## src/rtl/avalon_bus_arbiter.sv

```systemverilog
// Two-client arbiter for a single Avalon-MM master port (client 0 = ifetch, client 1 = load/store).
// Commands are registered onto the bus; read data is captured and returned with a one-cycle ack.
//
// state | meaning
// IDLE  | no transaction; sample requests and pick a winner
// BUS   | registered command on the bus, waiting for waitrequest=0
// RESP  | pulse the owner's ack, requests ignored
module avalon_bus_arbiter #(
    parameter int FIXED_PRIORITY = 0,
    parameter int ADDR_W         = 32,
    parameter int DATA_W         = 32
) (
    input  logic                clk,
    input  logic                reset,
    input  logic                c0_req,
    input  logic                c0_we,
    input  logic [ADDR_W-1:0]   c0_addr,
    input  logic [DATA_W-1:0]   c0_wdata,
    input  logic [DATA_W/8-1:0] c0_be,
    output logic                c0_ack,
    output logic [DATA_W-1:0]   c0_rdata,
    input  logic                c1_req,
    input  logic                c1_we,
    input  logic [ADDR_W-1:0]   c1_addr,
    input  logic [DATA_W-1:0]   c1_wdata,
    input  logic [DATA_W/8-1:0] c1_be,
    output logic                c1_ack,
    output logic [DATA_W-1:0]   c1_rdata,
    output logic [ADDR_W-1:0]   address,
    output logic                read,
    output logic                write,
    output logic [DATA_W-1:0]   writedata,
    output logic [DATA_W/8-1:0] byteenable,
    input  logic                waitrequest,
    input  logic [DATA_W-1:0]   readdata,
    output logic                busy
);

    localparam logic [1:0] IDLE = 2'd0;
    localparam logic [1:0] BUS  = 2'd1;
    localparam logic [1:0] RESP = 2'd2;

    logic [1:0]          state;
    logic                owner;
    logic                last_grant;
    logic                we_q;
    logic [ADDR_W-1:0]   addr_q;
    logic [DATA_W-1:0]   wdata_q;
    logic [DATA_W/8-1:0] be_q;
    logic                grant_c1;

    // Round-robin hands contention to the client that did not win last time.
    always_comb begin
        grant_c1 = 1'b0;
        if (FIXED_PRIORITY != 0)
            grant_c1 = ~c0_req;
        else if (c0_req && c1_req)
            grant_c1 = ~last_grant;
        else
            grant_c1 = c1_req;
    end

    always_ff @(posedge clk) begin
        if (reset) begin
            state      <= IDLE;
            owner      <= 1'b0;
            last_grant <= 1'b1;
            we_q       <= 1'b0;
            addr_q     <= '0;
            wdata_q    <= '0;
            be_q       <= '0;
            c0_rdata   <= '0;
            c1_rdata   <= '0;
        end else begin
            case (state)
                IDLE: begin
                    if (c0_req || c1_req) begin
                        owner      <= grant_c1;
                        last_grant <= grant_c1;
                        we_q       <= grant_c1 ? c1_we    : c0_we;
                        addr_q     <= grant_c1 ? c1_addr  : c0_addr;
                        wdata_q    <= grant_c1 ? c1_wdata : c0_wdata;
                        be_q       <= grant_c1 ? c1_be    : c0_be;
                        state      <= BUS;
                    end
                end
                BUS: begin
                    if (!waitrequest) begin
                        if (!we_q) begin
                            if (owner)
                                c1_rdata <= readdata;
                            else
                                c0_rdata <= readdata;
                        end
                        state <= RESP;
                    end
                end
                RESP:    state <= IDLE;
                default: state <= IDLE;
            endcase
        end
    end

    assign address    = addr_q;
    assign writedata  = wdata_q;
    assign byteenable = be_q;
    assign read       = (state == BUS) && !we_q;
    assign write      = (state == BUS) && we_q;
    assign c0_ack     = (state == RESP) && !owner;
    assign c1_ack     = (state == RESP) && owner;
    assign busy       = (state != IDLE);

endmodule

```

## config.mk

```make
export PLATFORM = sky130hd
export DESIGN_NAME = avalon_bus_arbiter
export DESIGN_NICKNAME = d
export VERILOG_FILES = /design/src/rtl/avalon_bus_arbiter.sv
export SDC_FILE = /design/constraint.sdc
export NUM_CORES = 1
export LEC_CHECK = 0
export CORE_MARGIN = 5
export CORE_UTILIZATION = 37
export CTS_BUF_LIST = sky130_fd_sc_hd__clkbuf_4
export DETAILED_ROUTE_END_ITERATION = 10
export PLACE_DENSITY = 0.79
export SYNTH_ARGS = -nofsm -noshare
export SYNTH_HDL_FRONTEND = slang
export SYNTH_SLANG_ARGS = --single-unit
export TNS_END_PERCENT = 30
```

## constraint.sdc

```tcl
create_clock -name clk -period 1.3 [get_ports clk]
set_input_delay 0.39 -clock clk [delete_from_list [all_inputs] [get_ports clk]]
set_output_delay 0.39 -clock clk [all_outputs]
set_load 0.005 [all_outputs]
```

# == Word-level counts from Yosys, hierarchy flattened ==
# Cells that the tools add are included.
# word_totals
register_bits,137
elab_cells,39
in_bits,175
# classes
n_bitwise,4
eq_ne,4
mux,8
reduce_logical,14
# ops
operator,n
2-to-1 mux 32 bit,2
AND reduction 4 bit,2
logical AND 1 bit,5
2-to-1 mux 2 bit,2
2-to-1 mux 4 bit,1
inequality test 2 bit (second input constant),2
inverter 1 bit,4
one-hot mux 2 bit (2 select lines),1
AND reduction 2 bit,2
equality test 2 x 1 -> 1 bit (second input constant),1
equality test 2 bit (second input constant),1
zero test 1 bit,2
zero test 2 bit,1
2-to-1 mux 1 bit,2
nonzero test 2 bit,1
logical OR 1 bit,1

# == Longest topological paths before layout ==
# Gate-level depths: netlist of run 1.
# logic_depth
word_depth,3
depth_mapped,6

# == Worst setup path after synthesis of run 1 ==
# Ideal clock, no wire load.
# synth_timing
path_kind,reg-to-reg
from,reg state[0]
to,"reg addr_q[11], in the netlist address[11]"
t_required_ns,1.167
path_buffers,2
arrival_time_ns,1.326
synth_period_minus_slack_ns,1.460
setup_slack_ns,-0.160
stages_incl_launch_ff,7
path_cell_list,dfxtp_1 nor2_2 inv_1 nor2_1 buf_2 buf_4 a311oi_1
# synth_between
elab_chain_len,2
# synth_lines
item,line_no,source
from (decl),43,logic [1:0] state;
from (signal assigned),65,state <= IDLE;
from (signal assigned),84,state <= BUS;
from (signal assigned),95,state <= RESP;
zero test 2 bit,75,case (state)
AND reduction 2 bit (no line),n/a,
to (signal assigned),81,addr_q <= grant_c1 ? c1_addr : c0_addr;
to (decl),47,logic [ADDR_W-1:0] addr_q;
# No other way between the ends.
# A chain may end at the register's enable or synchronous reset.

# == Worst setup path after layout of run 1 ==
# layout_timing
from,reg state[0]
to,out busy
# layout_between
elab_chain_len,1
# layout_lines
item,line_no,source
nonzero test 2 bit,111,assign busy = (state != IDLE);
to (decl),36,output logic busy
# No other way between the ends.

==> flow_summary.toml, run 1 <==
[cts]
clockRootBuffer = "clkbuf_4"
insertion_delay_ps = 540
cts-root-to-sink-buffers = 2
tritoncts_num_sinks = 137
cts-buffers-inserted = 17
cts_max_level = 4
cts.hold.buffers_added = 0
clock_transition_at_path_regs_ps = 130
cts_tree = "done"

[timing]
worst_case_setup_margin_in_the_final_layout_ps = -378
final-setup-viol-count = 269
maxSlewViolCount = 0
timing_hold_violations_final = 0
timing.final.crit_share_pct = 129
final_period_minus_worst_setup_slack_ps = 1680
clock_skew_ps = 21.8
timing.max_slew.rel_slack_pct = 77.0
rsz0062_at_grt = "yes"
fmax_mhz = 596
max_slew.worst_pin.slew_ps = 345
final.hold.worst_slack_ps = 362

[run]
drv_cap = 0

[die]
design.die.area_sq_um = 18600
top_level_ports = 312
chipWidth_um = 136
floorplan.initialDensity_pct = 37.4
dieHeight_um = 136
num_rows = 46
fp.coreArea_sq_um = 15800

[route]
drt-vias-per-instance = 4.98
drt_first_iter_violations = 219
routed_wire_length_per_instance_um = 17.4
drt_drc_violations_left = 0
routed-via-count = 6071
drtAntennaViolNets = 0
dr.pass1.iters = 4
detailed_route_wire_length_um = 21100

[placed_design]
hpwlAfterDp_um = 14800
gp_congestion = 0.846
buffer_ports.inserted = 311

[synthesis]
area_of_the_mapped_netlist_sq_um = 5910
synth_top_area_share_pct = 46.4
synth_area_leader_cell = "dfxtp_1"
sequential_to_total_area_share_from_yosys_stat_pct = 46.4
ys_warn_count = 0
synth.lib_cells_used.distinct = 29
synth.net_count = 835
synth_cells = 660
synth-seq-cells = 137
synth.avg_cell_area_sq_um = 8.95
synth.top_cells.by_area = "dfxtp_1 46%, mux2i_1 11%, nand2b_1 10%"

[critical_path]
critical_path.top_delay_family = "flip-flops"
timing.setup.critical_path_class = "flop to output pin"
critical_path.cell_chain = "buf_6 > nor2_4 > inv_2 > buf_6"
critical_path_peak_fanout = 4
cp.required_ps = 910
cp_common_cell = "buf_6"
cp-startpoint = "state[0]"
crit_slowest_cell = "dfxtp_4"
regToRegStartpoint = "state[1]"
reg2reg_setup_slack_ps = -340
endpoint_kind = "output pin"
critical_path.n_buffers_inverters = 3
endpoint = "busy"
data_arrival_time_of_the_critical_path_ps = 1290
setup.worst_path.start_class = "flop"
worst_r2r_path_depth = 6
reg2reg_capture_point = "c0_rdata[3]"
critical_path.max_stage_delay_ps = 380
critical_path_depth = 4

[global_route]
grt_use_total_pct = 21.5
first_global_vias = 5963
grt_antenna_before_repair = 1
grt_start_max_net_pins = 88
grt-ovfl-total = 0
global_route_wire_length_before_repair_um = 31200

[pwr]
static-leakage-power_uw = 0.00433
max-vdd-ir-drop_mv = 0.525
total_power_uw = 10800
power-per-cell-area_nw_per_um2 = 1050

[run_status]
run_status = "finished with violations"
failed_checks = "negative setup slack"

[final_layout]
final.fill_count = 1276
areaGrowthSynthToFinish_pct = 74.4
antenna_diode_count = 0
drive_above_1_share_pct = 38.1
layout.nets = 1165

[hold_path]
tightest_hold_check_type = "input port to flop"
cell_depth_of_the_worst_hold_path = 3
## flip-flops by register name, indices dropped and copies added (netlist names)
signal	flops
state	2
last_grant	1
owner	1
c1_rdata	32
writedata	32
address	32
c0_rdata	32
byteenable	4
we_q	1
## layout make-up
type                       instances  area, sq um  area share (%)
sequential                       137         2910            28.3
clock inverter                    13          194            1.88
multi-input combinational        459         2940            28.6
timing repair buffer             373         3840            37.3
inverter                           2         7.51          0.0729
tap                              216          270            2.62
clock buffer                      18          135            1.31
## repair_timing
| item | CTS | global route |
|---|---|---|
| endpoints found under the setup margin | 266 | 272 |
| pin swaps | 40 | 25 |
| gates resized for setup | 746 | 65 |
| gates cloned | 0 | 3 |
| setup buffers | 23 | 3 |
## cells in the mapped netlist (all sizes together)
cell type,count
nor4b,1
mux2i,64
o21ai,2
nor3,1
nor4,1
nand2,138
a311oi,68
a221oi,1
or2,1
nor3b,1
and3b,1
a21bo,1
a211oi,1
nor2,5
buf,14
a21boi,1
or4b,1
or4,1
nand3b,2
inv,2
dfxtp,137
nand3,1
a21oi,70
nand2b,97
clkbuf,48
## stage by stage
step | utilization [%] | cell area [sq um] | worst slack (ps) | std cells | TNS [ps]
floorplan | - | 5950 | -131 | 660 | -6990
global placement | 60.1 | 9470 | -555 | 1158 | -69170
detailed placement | 60.1 | 9470 | -584 | 1158 | -73200
CTS | 63.2 | 9960 | -466 | 1212 | -46250
global route | 65.3 | 10300 | -475 | 1218 | -60750
finish | 65.3 | 10300 | -378 | 1218 | -39100
## cells in the final DEF (no fill, tap or decap), drive strengths merged
cell           instances
o21ai                  2
clkinvlp               4
a311oi                68
nor3b                  1
mux2i                 64
or4                    1
and3b                  1
nand3                  1
or2                    1
nor3                   1
a211oi                 1
inv                    5
bufinv                 4
nand2                138
nor4b                  1
dfxtp                137
clkbuf                22
a21bo                  1
nor4                   1
nand3b                 2
or4b                   1
a21boi                 1
clkdlybuf4s50        173
clkinv                 2
buf                  196
nor2                   5
a221oi                 1
a21oi                 70
nand2b                97
## routing by layer
layer  GRT usage, %  vias up  routed length, um
li1               -     2976                  -
met1           23.1     2782               7870
met2           36.6      264              10300
met3           9.88       47               2290
met4           9.13        2                677
met5              0        -                 13
## how the worst min path moves through the flow
stage / end / slack (ps) / from
after CTS: writedata[12] / 290 / reset
after global placement: c1_rdata[20] / 460 / c1_rdata[20]
after floorplan: state[1] / 460 / waitrequest
after detailed placement: c1_rdata[24] / 460 / c1_rdata[24]
after global routing: writedata[12] / 330 / reset
final: writedata[10] / 360 / reset
## power breakdown
| group | leakage, uW | total, uW | internal [uW] | switching, uW |
|---|---|---|---|---|
| Clock | 0.000162 | 3230 | 1560 | 1670 |
| Combinational | 0.00299 | 2740 | 1650 | 1090 |
| Sequential | 0.00118 | 4800 | 4580 | 226 |
## kinds of logic (layout without fill, tap and decap cells)
family | count (synthesis) | count (layout) | share of synthesized area (%)
AND/OR/NAND/NOR | 251 | 251 | 21.0
AO/OA/AOI/OAI | 144 | 144 | 16.8
flip-flops | 137 | 137 | 46.4
buffers and inverters | 64 | 406 | 4.89
multiplexers | 64 | 64 | 10.8
## worst register-to-register path, stage by stage, from the launching register on
cell      delay (ps)
dfxtp_2          360
nand2b_4         160
buf_6            120
buf_6            110
or4_4            430
buf_12           200
mux2i_2          190
Note: power is estimated with default switching activity, not from simulation.
==> run 2: changes to the inputs <==
--- a/config.mk
+++ b/config.mk
@@ -10,6 +10,7 @@
 export CTS_BUF_LIST = sky130_fd_sc_hd__clkbuf_4
 export DETAILED_ROUTE_END_ITERATION = 10
 export PLACE_DENSITY = 0.79
+export SLEW_MARGIN = 20
 export SYNTH_ARGS = -nofsm -noshare
 export SYNTH_HDL_FRONTEND = slang
 export SYNTH_SLANG_ARGS = --single-unit
==> results of run 2 <==
Same layout as run 1: the final DEF is identical, and so are final timing and power.
==> run 3: changes to the inputs <==
--- a/config.mk
+++ b/config.mk
@@ -10,6 +10,7 @@
 export CTS_BUF_LIST = sky130_fd_sc_hd__clkbuf_4
 export DETAILED_ROUTE_END_ITERATION = 10
 export PLACE_DENSITY = 0.79
+export SKIP_LAST_GASP = 1
 export SLEW_MARGIN = 20
 export SYNTH_ARGS = -nofsm -noshare
 export SYNTH_HDL_FRONTEND = slang
==> flow_summary.toml, run 3 (synthesized netlist as in run 1, its figures left out) <==
[cts]
cts-buffers-inserted = 17
cts-root-to-sink-buffers = 2
tritoncts_num_sinks = 137
clockRootBuffer = "clkbuf_4"
insertion_delay_ps = 550
cts_max_level = 4
clock_transition_at_path_regs_ps = 130
cts_tree = "done"

[placed_design]
buffer_ports.inserted = 311
detailed_place.area_sq_um = 9470
placedCellCount = 1158
hpwlAfterDp_um = 14800
gp_congestion = 0.846

[timing]
final_period_minus_worst_setup_slack_ps = 1700
clock_skew_ps = 18.2
worst_case_setup_margin_in_the_final_layout_ps = -402
final.hold.worst_slack_ps = 360
maxSlewViolCount = 0
timing.max_slew.rel_slack_pct = 77.4
timing.final.crit_share_pct = 131
max_slew.worst_pin.slew_ps = 339
rsz0062_at_grt = "yes"
fmax_mhz = 588
final-setup-viol-count = 269
timing_hold_violations_final = 0

[route]
dr.pass1.iters = 5
drt_first_iter_violations = 263
drt_drc_violations_left = 0
detailed_route_wire_length_um = 21300
routed-via-count = 6139
routed_wire_length_per_instance_um = 17.4
drtAntennaViolNets = 0
drt-vias-per-instance = 5.01

[pwr]
max-vdd-ir-drop_mv = 0.517
static-leakage-power_uw = 0.00443
power-per-cell-area_nw_per_um2 = 1040

[die]
floorplan.initialDensity_pct = 37.4
chipWidth_um = 136
top_level_ports = 312
num_rows = 46
dieHeight_um = 136
design.die.area_sq_um = 18600
fp.coreArea_sq_um = 15800

[final_layout]
drive_above_1_share_pct = 33.0
layout.nets = 1171
most-common-layout-cells = "173 x clkdlybuf4s50_1, 138 x nand2_1, 126 x dfxtp_2"
areaGrowthSynthToFinish_pct = 73.9
mostFrequentLayoutCell = "clkdlybuf4s50_1"
post_route_insts_no_fill = 1226
cell_area_after_layout_sq_um = 10300

[global_route]
first_global_vias = 5890
global_route_wire_length_before_repair_um = 30800
grt_antenna_before_repair = 2
grt-ovfl-total = 0
grt_start_max_net_pins = 88
grt_use_total_pct = 21.3

[run_status]
run_status = "finished with violations"
failed_checks = "negative setup slack"

[critical_path]
crit_slowest_cell = "dfxtp_4"
data_arrival_time_of_the_critical_path_ps = 1310
timing.setup.critical_path_class = "flop to output pin"
critical_path.cell_chain = "buf_6 > nor2_4 > inv_2 > buf_6"
critical_path.n_buffers_inverters = 3
cp_common_cell = "buf_6"
setup.worst_path.start_class = "flop"
endpoint_kind = "output pin"
cp.required_ps = 910
critical_path_peak_fanout = 4
critical_path.max_stage_delay_ps = 380
critical_path.top_delay_family = "flip-flops"

[hold_path]
tightest_hold_check_type = "input port to flop"

[run]
drv_cap = 0
## run 3: changes by cell type in the layout (fill, tap and decap cells not counted), moves of 2 or more
cell | before | now
dlygate4sd2_1 | 0 | 47
buf_4 | 37 | 44
diode_2 | 0 | 2
dfxtp_2 | 134 | 126
buf_2 | 33 | 24
dfxtp_1 | 2 | 10
buf_6 | 108 | 70
## run 3: layout make-up
cell class,instances,area [sq um]
inverter,2,7.51
tap,216,270
clock inverter,13,194
clock buffer,18,135
multi-input combinational,459,2930
fill,1297,5500
timing repair buffer,379,3820
sequential,137,2900
antenna,2,5.00
## run 3: what timing repair did
action | in CTS | in global routing
gates resized for setup | 554 | 64
hold buffers | 0 | 0
setup endpoints to repair | 266 | 272
gates cloned | 0 | 4
buffers inserted | 23 | 8
pin swaps | 1 | 8
## run 3: path summary, 6_finish.rpt
| kind | slack [ps] | start | endpoint | cells after the start |
|---|---|---|---|---|
| setup / recovery | -400 | state[0] | busy | 4 |
| hold / removal | 360 | reset | writedata[20] | 3 |
| setup reg to reg | -380 | state[1] | c0_rdata[3] | 6 |
| hold reg to reg | 480 | c1_rdata[29] | c1_rdata[29] | 2 |
## run 3: report_power, final
group	switching (uW)	internal, uW
Clock	1680	1560
Sequential	206	4570
Combinational	1090	1580
Total	2980	7710
## run 3: stage by stage
stage                     total power, uW  util [%]  TNS, ps  setup slack (ps)
after floorplan                      5770         -    -6990              -131
after global placement               7320      60.1   -69170              -555
after detailed placement             7340      60.1   -73200              -584
after CTS                           10600      63.5   -61930              -466
after global routing                11200      65.1   -71100              -490
final                               10700      65.1   -49750              -402
## run 3: worst register-to-register path: stages, from the launching register on
cell	delay (ps)
dfxtp_2	360
nand2b_4	150
buf_4	130
buf_4	130
or4_4	430
buf_12	200
mux2i_2	190
## run 3: per-layer routing
metal  vias up  track usage (%)  part of all wire, %
li1       2991                -                    -
met1      2799             22.7                   36
met2       298             36.4                   49
met3        49             9.88                   12
met4         2             9.07                  3.2
met5         -                0                0.061
==> patch (config.mk and constraints of run 1) <==
Reset style: asynchronous (`reset`), changed in one clocked block.
--- a/src/rtl/avalon_bus_arbiter.sv
+++ b/src/rtl/avalon_bus_arbiter.sv
@@ -62,3 +62,3 @@
 
-    always_ff @(posedge clk) begin
+    always_ff @(posedge clk or posedge reset) begin
         if (reset) begin
Behaviour: differs if reset is asserted again (counterexample within 4 cycles, from zero or initial values and one cycle with reset high); with reset held inactive, the same outputs for 4 cycles.
==> patch against run 1 <==
- the run still ends with setup timing left
- routed wire length increased by 1.7%
- design area decreased by 0.61%
- sequential cell count unchanged
- setup slack got worse by 170 ps
- synthesized area increased by 1.3%
- critical path depth unchanged
- global-route usage decreased by 1.8 points
- register-to-register slack got worse by 190 ps
- critical path type unchanged
Power is not compared: it rests on default switching activity, and its combinational part moved more than twofold at a synthesized area within 25%.
==> patch: results (changes against run 1) <==
stage;metric;value;unit;change
status;status;finished with violations;;unchanged
status;violations;setup timing;;unchanged
global_route;grt_max_degree;65;;was 88
place;place_congestion;0.787;;was 0.846
place;post_dp_cell_area;9550;µm²;was 9470 µm²
sta;setup_ws;-550;ps;was -378 ps
logic_synthesis;yosys-top-cells-area;dfrtp_1 (57%), mux2_2 (25%), mux2_1 (13%);;was dfxtp_1 (46%), mux2i_1 (11%), nand2b_1 (10%)
sta;final.setup.tns;-72730;ps;was -39100 ps
critical_path;r2r-end;writedata[11]$_DFFE_PP0P_;;was c0_rdata[3]$_SDFFE_PP0P_
logic_synthesis;synthDistinctLibCells;22;;was 29
detailed_routing;drt-wirelength-per-cell;21.9;µm;was 17.4 µm
critical_path;slowest_delay;440;ps;was 380 ps
detailed_routing;first_iter_violations;114;;was 219
hold_path;hold_path_class;in2async;;was in2reg
logic_synthesis;mappedNetlistNets;555;;was 835
logic_synthesis;avgSynthCellArea;15.7;µm²;was 8.95 µm²
detailed_routing;via_per_inst;4.84;;was 4.98
critical_path;slowest_stage;dfrtp_1;;was dfxtp_4
place;hpwlAfterDp;14500;µm;was 14800 µm
clocking;clk_latency;520;ps;was 540 ps
detailed_routing;dr.pass1.iters;4;;unchanged
critical_path;critPathLaunch;state[0]$_DFFE_PP0P_;;was state[0]$_SDFFE_PP0P_
sta;setup_viol;272;;was 269
cells_and_area;fill_cells;1278;;was 1276
global_route;grtUsageTotal;19.8;%;was 21.5%
critical_path;reg2reg_slack;-530;ps;was -340 ps
sta;slew_headroom;77.1;%;was 77.0%
cells_and_area;instances_no_fill;980;;was 1218
place;placed_cells;913;;was 1158
sta;hold_slack;278;ps;was 362 ps
power_and_ir_drop;p_leak;4.87;nW;
logic_synthesis;async_reset_ff_share;100;%;was 0%
critical_path;worstRegToRegCells;5;;was 6
global_route;antenna_found_initial;0;;was 1
logic_synthesis;synthTopCellsByCount;dfrtp_1 (136), mux2_2 (131), mux2_1 (71);;was nand2_1 (138), dfxtp_1 (137), nand2b_1 (96)
global_route;grt_pass1_wl;28100;µm;was 31200 µm
critical_path;critPathMaxFanout;3;;was 4
logic_synthesis;synth-seq-area-share;57.3;%;was 46.4%
cells_and_area;drive_gt1_share;58.1;%;was 38.1%
place;post-place-ws;-805;ps;was -584 ps
sta;skew;17.3;ps;was 21.8 ps
critical_path;reg2reg_from;last_grant$_DFFE_PP1P_;;was state[1]$_SDFFE_PP0P_
global_route;grt_pass1_vias;5227;;was 5963
critical_path;critPathCapture;write;;was busy
cells_and_area;finalNetCount;928;;was 1165
critical_path;arrival;1460;ps;was 1290 ps
==> patch: cell types whose count changed after synthesis, sizes merged, moves of 7 or more <==
cell	run 1	this run
a21oi	70	1
a311oi	68	0
buf	14	21
clkbuf	48	0
dfrtp	0	136
dfxtp	137	0
mux2	0	202
mux2i	64	0
nand2	138	2
nand2b	97	1
==> patch: worst min path at each step <==
stage,to,start
floorplan,last_grant$_DFFE_PP1P_,c0_req
global placement,c0_rdata[16]$_DFFE_PP0P_,c0_rdata[16]$_DFFE_PP0P_
detailed placement,address[19]$_DFFE_PP0P_,address[19]$_DFFE_PP0P_
CTS,writedata[31]$_DFFE_PP0P_,reset
global route,we_q$_DFFE_PP0P_,reset
finish,writedata[31]$_DFFE_PP0P_,reset
==> patch: layout make-up <==
cell class,count,area share (%)
flip-flops and latches,137,33.5
repair buffers,374,32.0
multi-input cells,221,28.0
well taps,216,2.64
clock inverters,12,2.42
clock buffers,18,1.32
inverters,2,0.110
==> patch: through the flow <==
stage          power, mW  util (%)
2_1_floorplan       11.3         -
3_3_place_gp        17.3      60.1
3_5_place_dp        17.6      60.1
4_1_cts             20.3      60.9
5_1_grt             22.6      64.5
6_report            21.3      64.5
==> patch: cell families (layout without fill, tap and decap cells) <==
family                 count (synthesis)  count (layout)  share of synthesized area, %
AO/OA/AOI/OAI                          5               6                         0.586
buffers and inverters                 23             406                          2.66
flip-flops                           137             137                          57.3
multiplexers                         202             202                          38.0
AND/OR/NAND/NOR                       13              13                          1.40
==> patch: worst register-to-register path, cell delays in order (launching register included) <==
cell and delay (ps):
dfstp_2 600, a21bo_4 200, buf_12 170, clkbuf_16 170
mux2_4 300, mux2_2 280
==> patch: timing repair <==
| action | in CTS | in global routing |
|---|---|---|
| setup endpoints to repair | 272 | 272 |
| pin swaps | 2 | 1 |
| setup buffers | 21 | 5 |
| cloned | 0 | 11 |
| resized for setup | 511 | 151 |
==> patch: metal layers <==
metal	vias up	part of all wire (%)	global-route usage, %
met5	-	0	0
met1	2377	35	20.0
met4	0	2.1	6.15
met3	33	10	8.93
met2	226	53	36.2
li1	2107	-	-
==> patch: power breakdown <==
group	switching, mW	leakage, nW	internal, mW
registers	1.22	1.63	6.42
logic	3.72	3.04	6.24
clock network	1.59	0.196	2.11
